[config.mk]
export PLATFORM = sky130hd
export DESIGN_NAME = vram_write_queue
export DESIGN_NICKNAME = d
export VERILOG_FILES = /design/src/rtl/vram_pkg.sv /design/src/rtl/sync_fifo.sv /design/src/rtl/vram_write_queue.sv
export SDC_FILE = /design/constraint.sdc
export NUM_CORES = 1
export LEC_CHECK = 0
export BUFFER_PORTS_ARGS = -buffer_cell sky130_fd_sc_hd__clkbuf_2
export CAP_MARGIN = 20
export CORE_ASPECT_RATIO = 0.6
export CORE_UTILIZATION = 40
export CTS_CLUSTER_SIZE = 40
export DETAILED_ROUTE_END_ITERATION = 8
export PLACE_DENSITY = 0.65
export SKIP_CTS_REPAIR_TIMING = 1
export SYNTH_ARGS = -nofsm -noshare
export SYNTH_HDL_FRONTEND = slang
export SYNTH_SLANG_ARGS = --single-unit
[constraint.sdc]
create_clock -name clock -period 8.68 [get_ports clock]
set_input_delay 0.434 -clock clock [delete_from_list [all_inputs] [get_ports clock]]
set_output_delay 0.434 -clock clock [all_outputs]
set_load 0.01 [all_outputs]
[src/rtl/vram_pkg.sv]
// vram_pkg: shared VRAM bus widths, bus state encoding and arbitration polarity
package vram_pkg;
   localparam int VRAM_ADDR_W = 20;
   localparam int VRAM_DATA_W = 16;
   localparam logic BUS_FREE = 1'b0;
   typedef enum logic [1:0] {IDLE, SETUP, STROBE, HOLD} vram_state_e;
endpackage

[src/rtl/sync_fifo.sv]
// sync_fifo: synchronous first-word-fall-through FIFO, push and pop may coincide when full
module sync_fifo #(
   parameter int W = 36,
   parameter int DEPTH = 8
) (
   input  logic         clk,
   input  logic         rst,
   input  logic         push,
   input  logic         pop,
   input  logic [W-1:0] din,
   output logic [W-1:0] dout,
   output logic         full,
   output logic         empty
);
   localparam int AW = $clog2(DEPTH);
   logic [W-1:0] mem_q [DEPTH];
   logic [AW-1:0] wr_q, wr_d, rd_q, rd_d;
   logic [AW:0] cnt_q, cnt_d;
   logic wr_en, rd_en;
   assign full = cnt_q == (AW+1)'(DEPTH);
   assign empty = cnt_q == '0;
   assign dout = mem_q[rd_q];
   // next pointers and occupancy; a pop frees the slot a simultaneous push needs
   always_comb begin
      rd_en = pop & ~empty;
      wr_en = push & (~full | rd_en);
      wr_d = wr_q + AW'(wr_en);
      rd_d = rd_q + AW'(rd_en);
      cnt_d = cnt_q + (AW+1)'(wr_en) - (AW+1)'(rd_en);
   end
   // pointer/count registers and storage write
   always_ff @(posedge clk) begin
      if (rst) begin
         wr_q <= '0;
         rd_q <= '0;
         cnt_q <= '0;
      end else begin
         wr_q <= wr_d;
         rd_q <= rd_d;
         cnt_q <= cnt_d;
      end
      if (wr_en) mem_q[wr_q] <= din;
   end
endmodule

[src/rtl/vram_write_queue.sv]
// vram_write_queue: queues host writes and drains them into the VRAM with WE-controlled cycles
module vram_write_queue
   import vram_pkg::*;
#(
   parameter int DEPTH = 8,
   parameter int WE_CYCLES = 2
) (
   input  logic                   clock,
   input  logic                   RESET,
   input  logic                   hostWrite,
   input  logic [VRAM_ADDR_W-1:0] hostAddress,
   input  logic [VRAM_DATA_W-1:0] hostData,
   output logic                   hostFull,
   output logic                   empty,
   output logic                   overflow,
   output logic [7:0]             dropCount,
   input  logic [VRAM_ADDR_W-1:0] maxVramAddress,
   input  logic                   bus_free,
   output logic                   busy,
   output logic [VRAM_ADDR_W-1:0] vramAddress,
   output logic [VRAM_DATA_W-1:0] vramDataOut,
   output logic                   dataDrive,
   output logic                   writeSignal,
   output logic                   chipEnable
);
   localparam int CW = WE_CYCLES > 1 ? $clog2(WE_CYCLES) : 1;
   localparam int FW = VRAM_ADDR_W + VRAM_DATA_W;
   vram_state_e state_q, state_d;
   logic [CW-1:0] cnt_q, cnt_d;
   logic [VRAM_ADDR_W-1:0] addr_q, addr_d, head_addr;
   logic [VRAM_DATA_W-1:0] data_q, data_d;
   logic [7:0] drop_q, drop_d;
   logic ovf_q, ovf_d, we_q, we_d, ce_q, ce_d, own_q, own_d;
   logic [FW-1:0] head;
   logic fifo_empty, fifo_full, pop;
   sync_fifo #(.W(FW), .DEPTH(DEPTH)) u_fifo (
      .clk(clock),
      .rst(RESET),
      .push(hostWrite & ~fifo_full),
      .pop(pop),
      .din({hostAddress, hostData}),
      .dout(head),
      .full(fifo_full),
      .empty(fifo_empty)
   );
   assign head_addr = head[FW-1:VRAM_DATA_W] & {{(VRAM_ADDR_W-1){1'b1}}, 1'b0};
   assign hostFull = fifo_full;
   assign empty = fifo_empty;
   assign overflow = ovf_q;
   assign dropCount = drop_q;
   assign busy = own_q;
   assign dataDrive = own_q;
   assign vramAddress = addr_q;
   assign vramDataOut = data_q;
   assign writeSignal = we_q;
   assign chipEnable = ce_q;
   // write-cycle sequencing, range drops, and pin levels decoded from the next state
   always_comb begin
      state_d = state_q;
      cnt_d = cnt_q;
      addr_d = addr_q;
      data_d = data_q;
      drop_d = drop_q;
      pop = 1'b0;
      ovf_d = ovf_q | (hostWrite & fifo_full);
      case (state_q)
         IDLE:
            if (!fifo_empty) begin
               if (head_addr > maxVramAddress) begin
                  pop = 1'b1;
                  drop_d = drop_q + {7'd0, drop_q != 8'hFF};
               end else if (bus_free == BUS_FREE) begin
                  addr_d = head_addr;
                  data_d = head[VRAM_DATA_W-1:0];
                  state_d = SETUP;
               end
            end
         SETUP:
            if (bus_free != BUS_FREE) state_d = IDLE;
            else begin
               state_d = STROBE;
               cnt_d = CW'(WE_CYCLES - 1);
               pop = 1'b1;
            end
         STROBE:
            if (cnt_q == '0) state_d = HOLD;
            else cnt_d = cnt_q - 1'b1;
         HOLD: state_d = IDLE;
      endcase
      we_d = state_d != STROBE;
      ce_d = state_d == IDLE;
      own_d = state_d != IDLE;
   end
   // state, latched write and registered pin outputs
   always_ff @(posedge clock) begin
      if (RESET) begin
         state_q <= IDLE;
         cnt_q <= '0;
         addr_q <= '0;
         data_q <= '0;
         drop_q <= '0;
         ovf_q <= 1'b0;
         we_q <= 1'b1;
         ce_q <= 1'b1;
         own_q <= 1'b0;
      end else begin
         state_q <= state_d;
         cnt_q <= cnt_d;
         addr_q <= addr_d;
         data_q <= data_d;
         drop_q <= drop_d;
         ovf_q <= ovf_d;
         we_q <= we_d;
         ce_q <= ce_d;
         own_q <= own_d;
      end
   end
endmodule

### Yosys cells after proc, flatten, opt, wreduce, memory -nomap -nowiden

Memory sizes are Yosys's and may differ from the RTL's. A register that Yosys moved wholly into a read port is not among the register bits.
Cells that the tools add are included.

* bitwise operators: 10
* $add $sub $neg: 6
* magnitude comparators: 1
* muxes and demuxes: 16
* equal/unequal tests: 7
* reductions and logical operators: 8

Operator list (count)
* > comparator 20 bit: 1
* 2-to-1 mux 2 bit: 5
* adder 8 x 1 -> 8 bit: 1
* != test 8 bit (second input constant): 1
* case mux 2 bit (4 select lines): 1
* 2-to-1 mux 1 bit: 7
* adder 3 x 1 -> 3 bit: 2
* adder 4 x 1 -> 4 bit: 1
* bitwise AND 1 bit: 4
* equality test 2 bit (second input constant): 2
* equality test 4 bit (second input constant): 1
* logical NOT 2 bit: 2
* logical NOT 4 bit: 1
* != test 2 bit (second input constant): 2
* NOT 1 bit: 4
* case mux 1 bit (2 select lines): 2
* AND reduction 4 bit: 1
* nonzero test 2 bit: 2
* subtractor 4 x 1 -> 4 bit: 1
* 2-to-1 mux 3 bit: 1
* AND reduction 3 bit: 1
* equality test 2 x 1 -> 1 bit (second input constant): 1
* bitwise OR 1 bit: 2
* AND reduction 2 bit: 1
* subtractor 1 bit (second input constant): 1

* output and inout bits: 51
* input port bits: 60
* bits in writable memories: 288
* memories: 1
* register bits after elaboration: 60
* word-level logic and storage cells: 61

Memories
* u_fifo.mem_q: words 8, width 36, read ports 1, clocked after memory_dff 1, write ports 1, line sync_fifo.sv:16 `logic [W-1:0] mem_q [DEPTH];`

### Logic depth before layout (Yosys ltp)

Gate-level depths: netlist of the first run.

* word-level depth: 9
* depth in mapped cells: 19

### By module

From an unflattened synthesis of the first run, not the netlist that was laid out.

* cell total of the unflattened synthesis: 736
* area total of the unflattened synthesis: 14104.8 µm²

By module, submodules not included
* sync_fifo: sequential area each 8848.5 µm², times used 1, cells each 480, area each 11690.0 µm²
* vram_write_queue: sequential area each 1001.0 µm², times used 1, cells each 256, area each 2414.8 µm²

### Worst setup path before layout of the first run

Ideal clock, no wire load.

* kind: reg2reg
* from: register u_fifo.rd_q[0] (netlist name)
* to: register u_fifo.cnt_q[1]
* data arrival time: 4.352 ns
* path slack: 4.199 ns
* clock period less this slack: 4.481 ns
* required time: 8.551 ns
* cell stages (with the launch flop): 18
* path through: dfxtp_1 > clkbuf_1 > buf_2 > mux4_2 > mux2_2 > ha_1 > nand4_2 > nor4_4 > a221oi_4 > a31oi_4 > buf_6 > nand2b_1 > a211oi_1 > ha_1 > inv_1 > ha_1 > fa_1 > nor2b_1

RTL lines
* to (signal assigned): line sync_fifo.sv:40 `cnt_q <= cnt_d;`
* to (decl): line sync_fifo.sv:18 `logic [AW:0] cnt_q, cnt_d;`

==> qor.csv, run 1 <==
stage,metric,value,unit
logic_synthesis,synth.area.top_cells,"edfxtp_1 (61%), mux4_2 (11%), dfxtp_1 (8.7%)",
logic_synthesis,synth-main-ff-cell,edfxtp_1,
global_route,grt_pass1_wl,44900,um
flow_run,max_cap_viol_count,0,
global_route,track_usage,17.0,%
finish,nFillCells,2877,
sta,tightestPinTransition,0.918,ns
global_route,use_met2,26.1,%
floorplan,dieArea,0.0353,mm2
placement,dp.final_hpwl,17600,um
sta,rsz0062_at_grt,no,
finish,fin_cells,1375,
logic_synthesis,synth_cell_type_count,55,
sta,clock.fmax,182,MHz
routing,drc_errors,0,
placement,io_buffer_count,108,
cts,cts-root-buf,clkbuf_16,
worst_hold_path,hold_path.class,in2reg,
global_route,grt_pass1_vias,7232,
sta,period_share,63.3,%
cts,htree_levels,1,
sta,slew_viol_final,0,
routing,via_per_inst,5.30,
routing,vias,7282,
placement,place.gp.congestion,0.792,
finish,syn2layout_area_growth,15.6,%
logic_synthesis,synthArstFlopShare,0,%
logic_synthesis,synth-edff-count,280,
logic_synthesis,syn-num-nets,867,
logic_synthesis,yosysWarnings,0,
worst_setup_path,crit_required,9.12,ns
sta,setup-tns-final,0,ns
worst_setup_path,path_class,reg2reg,
sta,setup_viol,0,
logic_synthesis,synth-seq-cells,340,
cts,cts_buffer_depth,3,
sta,timing_hold_violations_final,0,
power,p_leak,5.54,nW
logic_synthesis,synth_largest_area_cell,edfxtp_1,
routing,antenna_left,0,
run_status,status,"complete, no violations",
worst_hold_path,hold_depth,1,
finish,final_common_cell,edfxtp_1,
worst_setup_path,worst-r2r-cell-count,17,
sta,layout_min_cycle_time,5.50,ns
floorplan,die_h,146,um
global_route,grt_max_degree,65,
logic_synthesis,syn_inst,775,
finish,layout_common_cells,"edfxtp_1 (280), clkbuf_2 (108), mux4_2 (70)",
placement,dp_cells,1315,
cts,clkTransAtPathRegs,0.07,ns
routing,wirelength,29800,um
global_route,grtUsageMet3,4.17,%
power,peakVddDrop,0.187,mV
cts,cts_buffers,31,
logic_synthesis,synth_top_cell_area_share,60.8,%
cts,clk_latency,0.58,ns
floorplan,ios,111,
finish,nets,982,
cts,cts_sinks,340,
sta,slew_headroom,38.6,%
routing,drt_iter0_drc,533,
worst_setup_path,crit_fanout,37,
worst_setup_path,end_kind,register,
global_route,grt-ovfl-total,0,
cts,cts_tree,built,
floorplan,core,0.0338,mm2
finish,fin_util,47.2,%
finish,drive_gt1_share,33.1,%
global_route,antenna_found_initial,4,
logic_synthesis,avgSynthCellArea,17.8,um2
floorplan,start_util,40.9,%
power,cellPowerDensity,281,mW/mm2
global_route,grt_busiest_layer,met2,
logic_synthesis,yosysSeqAreaShare,69.5,%
routing,wl_per_cell,21.7,um
routing,drt-pass1-iter-count,5,
worst_setup_path,start_kind,register,
floorplan,die_w,242,um
sta,finClkSkew,0.0160,ns
logic_synthesis,netlist_area,0.0138,mm2
floorplan,num_rows,52,
worst_setup_path,critPathArrivalTime,5.93,ns
global_route,use_met1,24.3,%
-- synth_stat cells (all sizes together) (10+ instances only) --
library cell / n
buf: 26
mux2i: 20
dfxtp: 60
ha: 31
edfxtp: 280
nor2: 39
nor2b: 10
a31oi: 18
a22oi: 17
inv: 29
mux4: 70
nand3: 35
mux2: 37
clkbuf: 15
nand2: 10
a21oi: 14
-- cells by family (layout without fill, tap and decap cells) --
logic type	after synthesis	count (layout)	synth area share [%]
other cells	1	2	0.0271
flops	340	340	69.5
xor+xnor	4	4	0.253
simple gates	135	135	5.30
compound gates	66	66	3.65
buf+inv	70	210	2.40
mux	127	127	15.9
fa+ha+maj	32	32	2.95
-- power by group --
group          total (W)  switching, W  internal, W
logic            0.00105      0.000583     0.000469
registers        0.00201     0.0000908      0.00192
clock network    0.00143      0.000594     0.000833
-- final cells by class --
cell class	instances	area (um2)	share of cell area, %
repair buffers	123	673	4.21
inverters	29	109	0.681
clock inverters	18	231	1.45
clock buffers	40	840	5.25
flip-flops and latches	340	9620	60.2
diodes	1	2.50	0.0157
multi-input cells	365	3940	24.6
well taps	459	574	3.59
-- worst max-delay path: stages, from the launching register on --
cell      delay (ns)
dfxtp_2         0.66
buf_4           0.59
mux4_2          0.41
mux2_2          0.30
ha_1            0.32
nand2_1         0.06
o21ai_0         0.69
nand2_1         0.30
a31oi_4         0.47
nand2b_1        0.11
a211oi_1        0.35
ha_1            0.21
inv_1           0.06
ha_1            0.27
a21o_1          0.17
a21oi_1         0.18
xnor2_1         0.13
nor2_1          0.05
-- per-layer routing --
layer	up-vias	share of wire, %
met2	212	45
met3	48	6.4
li1	3307	-
met5	-	0.13
met4	6	2.1
met1	3709	46
-- registers in the layout (all words and copies together), names as in the netlist --
| signal | count |
|---|---|
| busy | 1 |
| chipEnable | 1 |
| cnt_q | 1 |
| dropCount | 8 |
| overflow | 1 |
| state_q | 2 |
| u_fifo.cnt_q | 4 |
| u_fifo.mem_q | 280 |
| u_fifo.rd_q | 3 |
| u_fifo.wr_q | 3 |
| vramAddress | 19 |
| vramDataOut | 16 |
| writeSignal | 1 |
-- final timing paths --
path | start | to | slack [ns]
setup / recovery | u_fifo.rd_q[1] | u_fifo.cnt_q[3] | 3.18
hold reg to reg | overflow | overflow | 0.49
hold / removal | hostData[10] | u_fifo.mem_q[0][10] | 0.12
setup reg to reg | u_fifo.rd_q[1] | u_fifo.cnt_q[3] | 3.18
-- stage by stage --
step           total power (W)  setup WS (ns)  instance area, um2  hold WS [ns]
5_1_grt                0.00470           2.76               16000         0.121
3_5_place_dp           0.00310           2.91               14900         0.472
3_3_place_gp           0.00307           2.97               14900         0.455
2_1_floorplan          0.00279           4.20               13800         0.447
4_1_cts                0.00453           2.90               16000         0.107
6_report               0.00449           3.18               16000         0.121
Power figures use the tool's default switching activity.
==> inputs of run 2 (changes only) <==
--- a/config.mk
+++ b/config.mk
@@ -11,7 +11,7 @@
 export CORE_UTILIZATION = 40
 export CTS_CLUSTER_SIZE = 40
 export DETAILED_ROUTE_END_ITERATION = 8
-export PLACE_DENSITY = 0.65
+export PLACE_DENSITY = 0.67
 export SKIP_CTS_REPAIR_TIMING = 1
 export SYNTH_ARGS = -nofsm -noshare
 export SYNTH_HDL_FRONTEND = slang
==> constraint.sdc (replaced) <==
create_clock -name clock -period 4.55 [get_ports clock]
set_input_delay 0.2275 -clock clock [delete_from_list [all_inputs] [get_ports clock]]
set_output_delay 0.2275 -clock clock [all_outputs]
set_load 0.01 [all_outputs]
==> run 2 against run 1 <==
Net effect: the run now ends with negative hold slack left; sequential share of layout area fell by 1.3 points; setup slack got worse by 2.9 ns; global-route usage rose by 0.65 points; highest routed layer unchanged; clock skew rose by 0.0020 ns; die area did not move; fmax rose by 28%.
==> qor.csv, run 2 (synthesis results as in run 1) <==
stage,metric,value,unit,change
run_status,status,finished with violations,,
run_status,violations,negative hold slack,,
worst_setup_path,cpMaxStageDelayCell,mux4_2,,
sta,setup_viol,0,,unchanged
routing,wl_met3,1830,um,-4.6%
routing,drt-pass1-iter-count,7,,+2
cts,cts_buffer_depth,3,,unchanged
sta,timing_hold_violations_final,16,,+16
global_route,track_usage,17.6,%,+0.65 points
global_route,grt_pass1_vias,7595,,+5.0%
sta,slew_headroom,43.0,%,+4.4 points
sta,finClkSkew,0.0180,ns,+0.00204 ns
floorplan,ios,111,,unchanged
cts,cts-root-buf,clkbuf_16,,
finish,largest_reg_flops,280,,unchanged
routing,drc_errors,0,,unchanged
power,peakVddDrop,0.269,mV,+44%
worst_setup_path,worst-r2r-cell-count,17,,unchanged
cts,clkTransAtPathRegs,0.06,ns,about the same
routing,top_layer,met5,,
sta,period_share,94.7,%,+31 points
worst_hold_path,hold_depth,1,,unchanged
cts,cts_buffers,34,,+9.7%
flow_run,max_cap_viol_count,0,,unchanged
routing,drt_iter0_drc,555,,+4.1%
routing,dr_wl_met2,14100,um,+4.3%
placement,dp_cells,1345,,+2.3%
placement,pre_cts_ws,-0.0478,ns,-2.96 ns
finish,final_common_cell,edfxtp_1,,
worst_setup_path,path_cells,buf_12 -> buf_4 -> mux4_2 -> mux2_2 -> ha_1 -> and4b_4 -> a211o_4 -> a221oi_4 -> a31oi_4 -> nand2b_1 -> a211oi_2 -> ha_1 -> inv_1 -> ha_1 -> fa_1 -> xnor2_1 -> nor2_1,,
sta,tightestPinTransition,0.853,ns,-0.0657 ns
routing,via_per_inst,5.27,,-0.57%
worst_setup_path,end_kind,register,,
sta,rsz0062_at_grt,no,,
finish,regMostFlops,u_fifo.mem_q,,
worst_setup_path,critPathArrivalTime,4.68,ns,-1.25 ns
routing,vias,7488,,+2.8%
worst_setup_path,crit_path_frequent_cell,ha_1,,
cts,htree_levels,2,,+1
finish,fin_cells,1422,,+3.4%
worst_setup_path,crit_fanout,6,,-84%
worst_setup_path,path_buf_inv,3,,+1
placement,place.gp.congestion,0.734,,-7.4%
worst_setup_path,critPathMaxStageDelay,0.53,ns,-0.16 ns
worst_setup_path,path_class,reg2reg,,
global_route,antenna_found_initial,3,,-1
sta,layout_min_cycle_time,4.31,ns,-1.19 ns
routing,wirelength,30600,um,+2.5%
routing,wl_per_cell,21.5,um,-0.86%
power,cellPowerDensity,530,mW/mm2,+88%
sta,worst_hold_slack,-0.0105,ns,-0.132 ns
power,p_leak,5.75,nW,+3.9%
worst_setup_path,start_kind,register,,
global_route,grt-ovfl-total,0,,unchanged
cts,cts_tree,built,,
global_route,grt_max_degree,65,,unchanged
finish,drive_gt1_share,34.9,%,+1.8 points
floorplan,dieArea,0.0353,mm2,unchanged
floorplan,start_util,40.9,%,unchanged
routing,met1_length,14100,um,+2.7%
finish,nets,1029,,+4.8%
placement,dp.final_hpwl,19300,um,+9.8%
cts,cts_sinks,340,,unchanged
worst_hold_path,hold_path.class,in2reg,,
sta,clock.fmax,232,MHz,+28%
finish,layout_common_cells,"edfxtp_1 (280), clkbuf_2 (108), mux4_2 (70)",,
routing,antenna_left,0,,unchanged
sta,slew_viol_final,0,,unchanged
global_route,grt_pass1_wl,47200,um,+5.1%
worst_setup_path,crit_cells,17,,unchanged
floorplan,die_h,146,um,unchanged
worst_setup_path,crit_required,4.92,ns,-4.20 ns
floorplan,num_rows,52,,unchanged
finish,syn2layout_area_growth,18.3,%,
floorplan,die_w,242,um,unchanged
placement,io_buffer_count,108,,unchanged
floorplan,core,0.0338,mm2,unchanged
worst_setup_path,worst_path_dominant_cell_family,adder cells,,
sta,setup_slack,0.240,ns,-2.94 ns
cts,clk_latency,0.52,ns,-0.06 ns
-- run 2: cell types whose count changed in the layout (fill, tap and decap cells not counted), sizes merged --
cell	before	now
clkbuf	148	163
bufinv	5	1
buf	15	50
clkinv	9	4
clkinvlp	3	0
dlygate4sd3	0	9
-- run 2: final timing paths --
path,from,endpoint,slack (ns)
worst min register to register,overflow,overflow,0.48
worst max-delay path,u_fifo.rd_q[0],u_fifo.cnt_q[2],0.24
worst max register to register,u_fifo.rd_q[0],u_fifo.cnt_q[2],0.24
worst min-delay path,hostAddress[15],u_fifo.mem_q[4][31],-0.01
-- run 2: power breakdown --
| part | total, W | internal [W] | switching [W] |
|---|---|---|---|
| combinational | 0.00219 | 0.00102 | 0.00117 |
| sequential | 0.00381 | 0.00367 | 0.000143 |
| clock | 0.00266 | 0.00153 | 0.00112 |
-- run 2: per-layer routing --
metal / vias to the layer above / GRT usage, %
li1: 3397 / -
met1: 3833 / 25.6
met2: 210 / 27.2
met3: 44 / 3.88
met4: 4 / 4.21
met5: - / 0
-- run 2: area by class of cell --
class | instances | area [um2]
Clock buffer | 55 | 981
Fill cell | 2871 | 17500
Timing Repair Buffer | 167 | 1060
Antenna cell | 1 | 2.50
Clock inverter | 6 | 57.6
Inverter | 29 | 109
Sequential cell | 340 | 9620
Multi-Input combinational cell | 365 | 3950
Tap cell | 459 | 574
-- run 2: worst reg2reg max path: stages (launching register included) --
cell	delay, ns
dfxtp_4	0.37
buf_12	0.11
buf_4	0.17
mux4_2	0.53
mux2_2	0.30
ha_1	0.31
and4b_4	0.22
a211o_4	0.34
a221oi_4	0.35
a31oi_4	0.14
nand2b_1	0.10
a211oi_2	0.08
ha_1	0.29
inv_1	0.04
ha_1	0.21
fa_1	0.38
xnor2_1	0.16
nor2_1	0.05
-- run 2: per-stage QoR --
| step | util (%) | total power [W] | setup TNS [ns] | hold slack, ns | instance area (um2) |
|---|---|---|---|---|---|
| after global routing | 48.3 | 0.00909 | 0 | 0.000158 | 16300 |
| final | 48.3 | 0.00866 | 0 | -0.0105 | 16300 |
| after floorplan | - | 0.00532 | 0 | 0.326 | 13800 |
| after global placement | 44.7 | 0.00596 | 0 | 0.452 | 15100 |
| after CTS | 47.8 | 0.00868 | -0.107 | -0.0501 | 16200 |
| after detailed placement | 44.7 | 0.00602 | -0.0728 | 0.464 | 15100 |
==> inputs of run 3 (changes only) <==
--- a/config.mk
+++ b/config.mk
@@ -11,6 +11,7 @@
 export CORE_UTILIZATION = 40
 export CTS_CLUSTER_SIZE = 40
 export DETAILED_ROUTE_END_ITERATION = 8
+export HOLD_SLACK_MARGIN = 0.08
 export PLACE_DENSITY = 0.67
 export SKIP_CTS_REPAIR_TIMING = 1
 export SYNTH_ARGS = -nofsm -noshare
==> run 3 against run 2 <==
Net effect: the flow now finishes without violations; total power grew 0.26%; worst hold slack gained 0.19 ns; cell count grew 2.0%; global-route usage is the same; design area grew 1.7%; fmax is essentially flat; setup slack lost 0.0026 ns; die area is the same; clock power is essentially flat.
==> qor.csv, run 3 (synthesis results as in run 1) <==
stage,metric,value,unit,change
finish,regMostFlops,u_fifo.mem_q,,
cts,clk_latency,0.52,ns,about the same
routing,antenna_left,0,,unchanged
global_route,grt_busiest_layer,met2,,
finish,drive_gt1_share,34.0,%,-0.95 points
floorplan,die_w,242,um,unchanged
finish,layout_common_cells,"edfxtp_1 (280), clkbuf_2 (108), mux4_2 (70)",,
finish,nets,1056,,+2.6%
global_route,grt_pass1_wl,47200,um,unchanged
sta,slew_viol_final,0,,unchanged
sta,slew_headroom,43.6,%,+0.56 points
power,cellPowerDensity,522,mW/mm2,-1.4%
routing,vias,7588,,+1.3%
worst_hold_path,hold_path.class,in2reg,,
sta,layout_min_cycle_time,4.31,ns,+0.00257 ns
placement,io_buffer_count,108,,unchanged
floorplan,core,0.0338,mm2,unchanged
placement,place.gp.congestion,0.734,,unchanged
floorplan,dieArea,0.0353,mm2,unchanged
cts,cts_buffer_depth,3,,unchanged
sta,period_share,94.8,%,about the same
placement,dp.final_hpwl,19300,um,unchanged
power,peakVddDrop,0.269,mV,+0.23%
cts,cts_sinks,340,,unchanged
cts,htree_levels,2,,unchanged
floorplan,num_rows,52,,unchanged
cts,clkTransAtPathRegs,0.06,ns,about the same
run_status,status,"complete, no violations",,
routing,drt_iter0_drc,548,,-1.3%
sta,timing_hold_violations_final,0,,-16
finish,largest_reg_flops,280,,unchanged
worst_setup_path,crit_required,4.92,ns,about the same
routing,via_per_inst,5.23,,-0.62%
finish,stdcell_area,0.0166,mm2,+1.7%
sta,finClkSkew,0.0185,ns,+0.000481 ns
floorplan,start_util,40.9,%,unchanged
finish,syn2layout_area_growth,20.2,%,
global_route,antenna_found_initial,2,,-1
global_route,track_usage,17.6,%,unchanged
routing,wl_per_cell,21.2,um,-1.6%
worst_setup_path,end_kind,register,,
finish,fin_util,49.1,%,+0.81 points
worst_setup_path,crit_start,u_fifo.rd_q[0],,
sta,setup_slack,0.237,ns,-0.00257 ns
global_route,grtUsageMet3,3.88,%,unchanged
routing,drt-pass1-iter-count,5,,-2
power,p_leak,5.87,nW,+2.0%
sta,rsz0062_at_grt,no,,
floorplan,die_h,146,um,unchanged
worst_setup_path,start_kind,register,,
sta,worst_hold_slack,0.179,ns,+0.190 ns
global_route,grt_pass1_vias,7595,,unchanged
global_route,use_met1,25.6,%,unchanged
global_route,grt_max_degree,65,,unchanged
sta,clock.fmax,232,MHz,about the same
sta,setup_viol,0,,unchanged
worst_hold_path,min_from,bus_free,,
worst_setup_path,r2r_start,u_fifo.rd_q[0],,
cts,cts_tree,built,,
cts,cts_buffers,34,,unchanged
finish,final_common_cell,edfxtp_1,,
worst_setup_path,crit_fanout,6,,unchanged
placement,dpl-instance-area,0.0151,mm2,unchanged
routing,drc_errors,0,,unchanged
floorplan,ios,111,,unchanged
global_route,use_met2,27.2,%,unchanged
cts,cts-root-buf,clkbuf_16,,
sta,tightestPinTransition,0.844,ns,-0.00843 ns
global_route,grt-ovfl-total,0,,unchanged
flow_run,max_cap_viol_count,0,,unchanged
finish,nFillCells,2855,,-0.56%
routing,wirelength,30700,um,+0.35%
worst_setup_path,critPathArrivalTime,4.68,ns,about the same
worst_setup_path,path_class,reg2reg,,
placement,pre_cts_ws,-0.0478,ns,unchanged
## run 3: cell count changes in the layout (fill, tap and decap cells not counted), sizes merged
cell	before	now
diode	1	2
dlygate4sd3	9	36
## run 3: per-stage QoR
stage          power (W)  instances  setup TNS (ns)
2_1_floorplan    0.00532        775               0
3_3_place_gp     0.00596       1345               0
3_5_place_dp     0.00602       1345         -0.0728
4_1_cts          0.00868       1406          -0.107
5_1_grt          0.00911       1449               0
6_report         0.00868       1450               0
## run 3: path summary, 6_finish.rpt
check / endpoint / slack (ns) / depth (start not counted)
setup / recovery: u_fifo.cnt_q[2] / 0.24 / 17
hold reg to reg: overflow / 0.48 / 2
hold / removal: vramDataOut[9] / 0.18 / 4
setup reg to reg: u_fifo.cnt_q[2] / 0.24 / 17
## run 3: power by group
part	switching, W	internal, W
logic	0.00118	0.00103
registers	0.000143	0.00367
clock network	0.00112	0.00153
total	0.00245	0.00623
## run 3: routing by layer
metal  vias to the layer above  part of all wire (%)  wire [um]
met5                         -                     0          0
met4                         0                   1.5        473
met3                        40                   5.2       1610
met2                       191                    46      14200
met1                      3903                    47      14400
li1                       3454                     -          -
## run 3: area by class of cell
cell class / count / area (um2) / area share [%]
Inverter: 29 / 109 / 0.655
Clock buffer: 55 / 981 / 5.90
Sequential cell: 340 / 9620 / 57.8
Tap cell: 459 / 574 / 3.46
Multi-Input combinational cell: 365 / 3950 / 23.8
Timing Repair Buffer: 194 / 1330 / 7.98
Antenna cell: 2 / 5.00 / 0.0301
Clock inverter: 6 / 57.6 / 0.346
## run 3: critical path: stages (launching register included)
cell	delay, ns
dfxtp_4	0.37
buf_12	0.11
buf_4	0.17
mux4_2	0.53
mux2_2	0.30
ha_1	0.31
and4b_4	0.22
a211o_4	0.34
a221oi_4	0.35
a31oi_4	0.14
nand2b_1	0.10
a211oi_2	0.08
ha_1	0.29
inv_1	0.04
ha_1	0.21
fa_1	0.38
xnor2_1	0.16
nor2_1	0.05
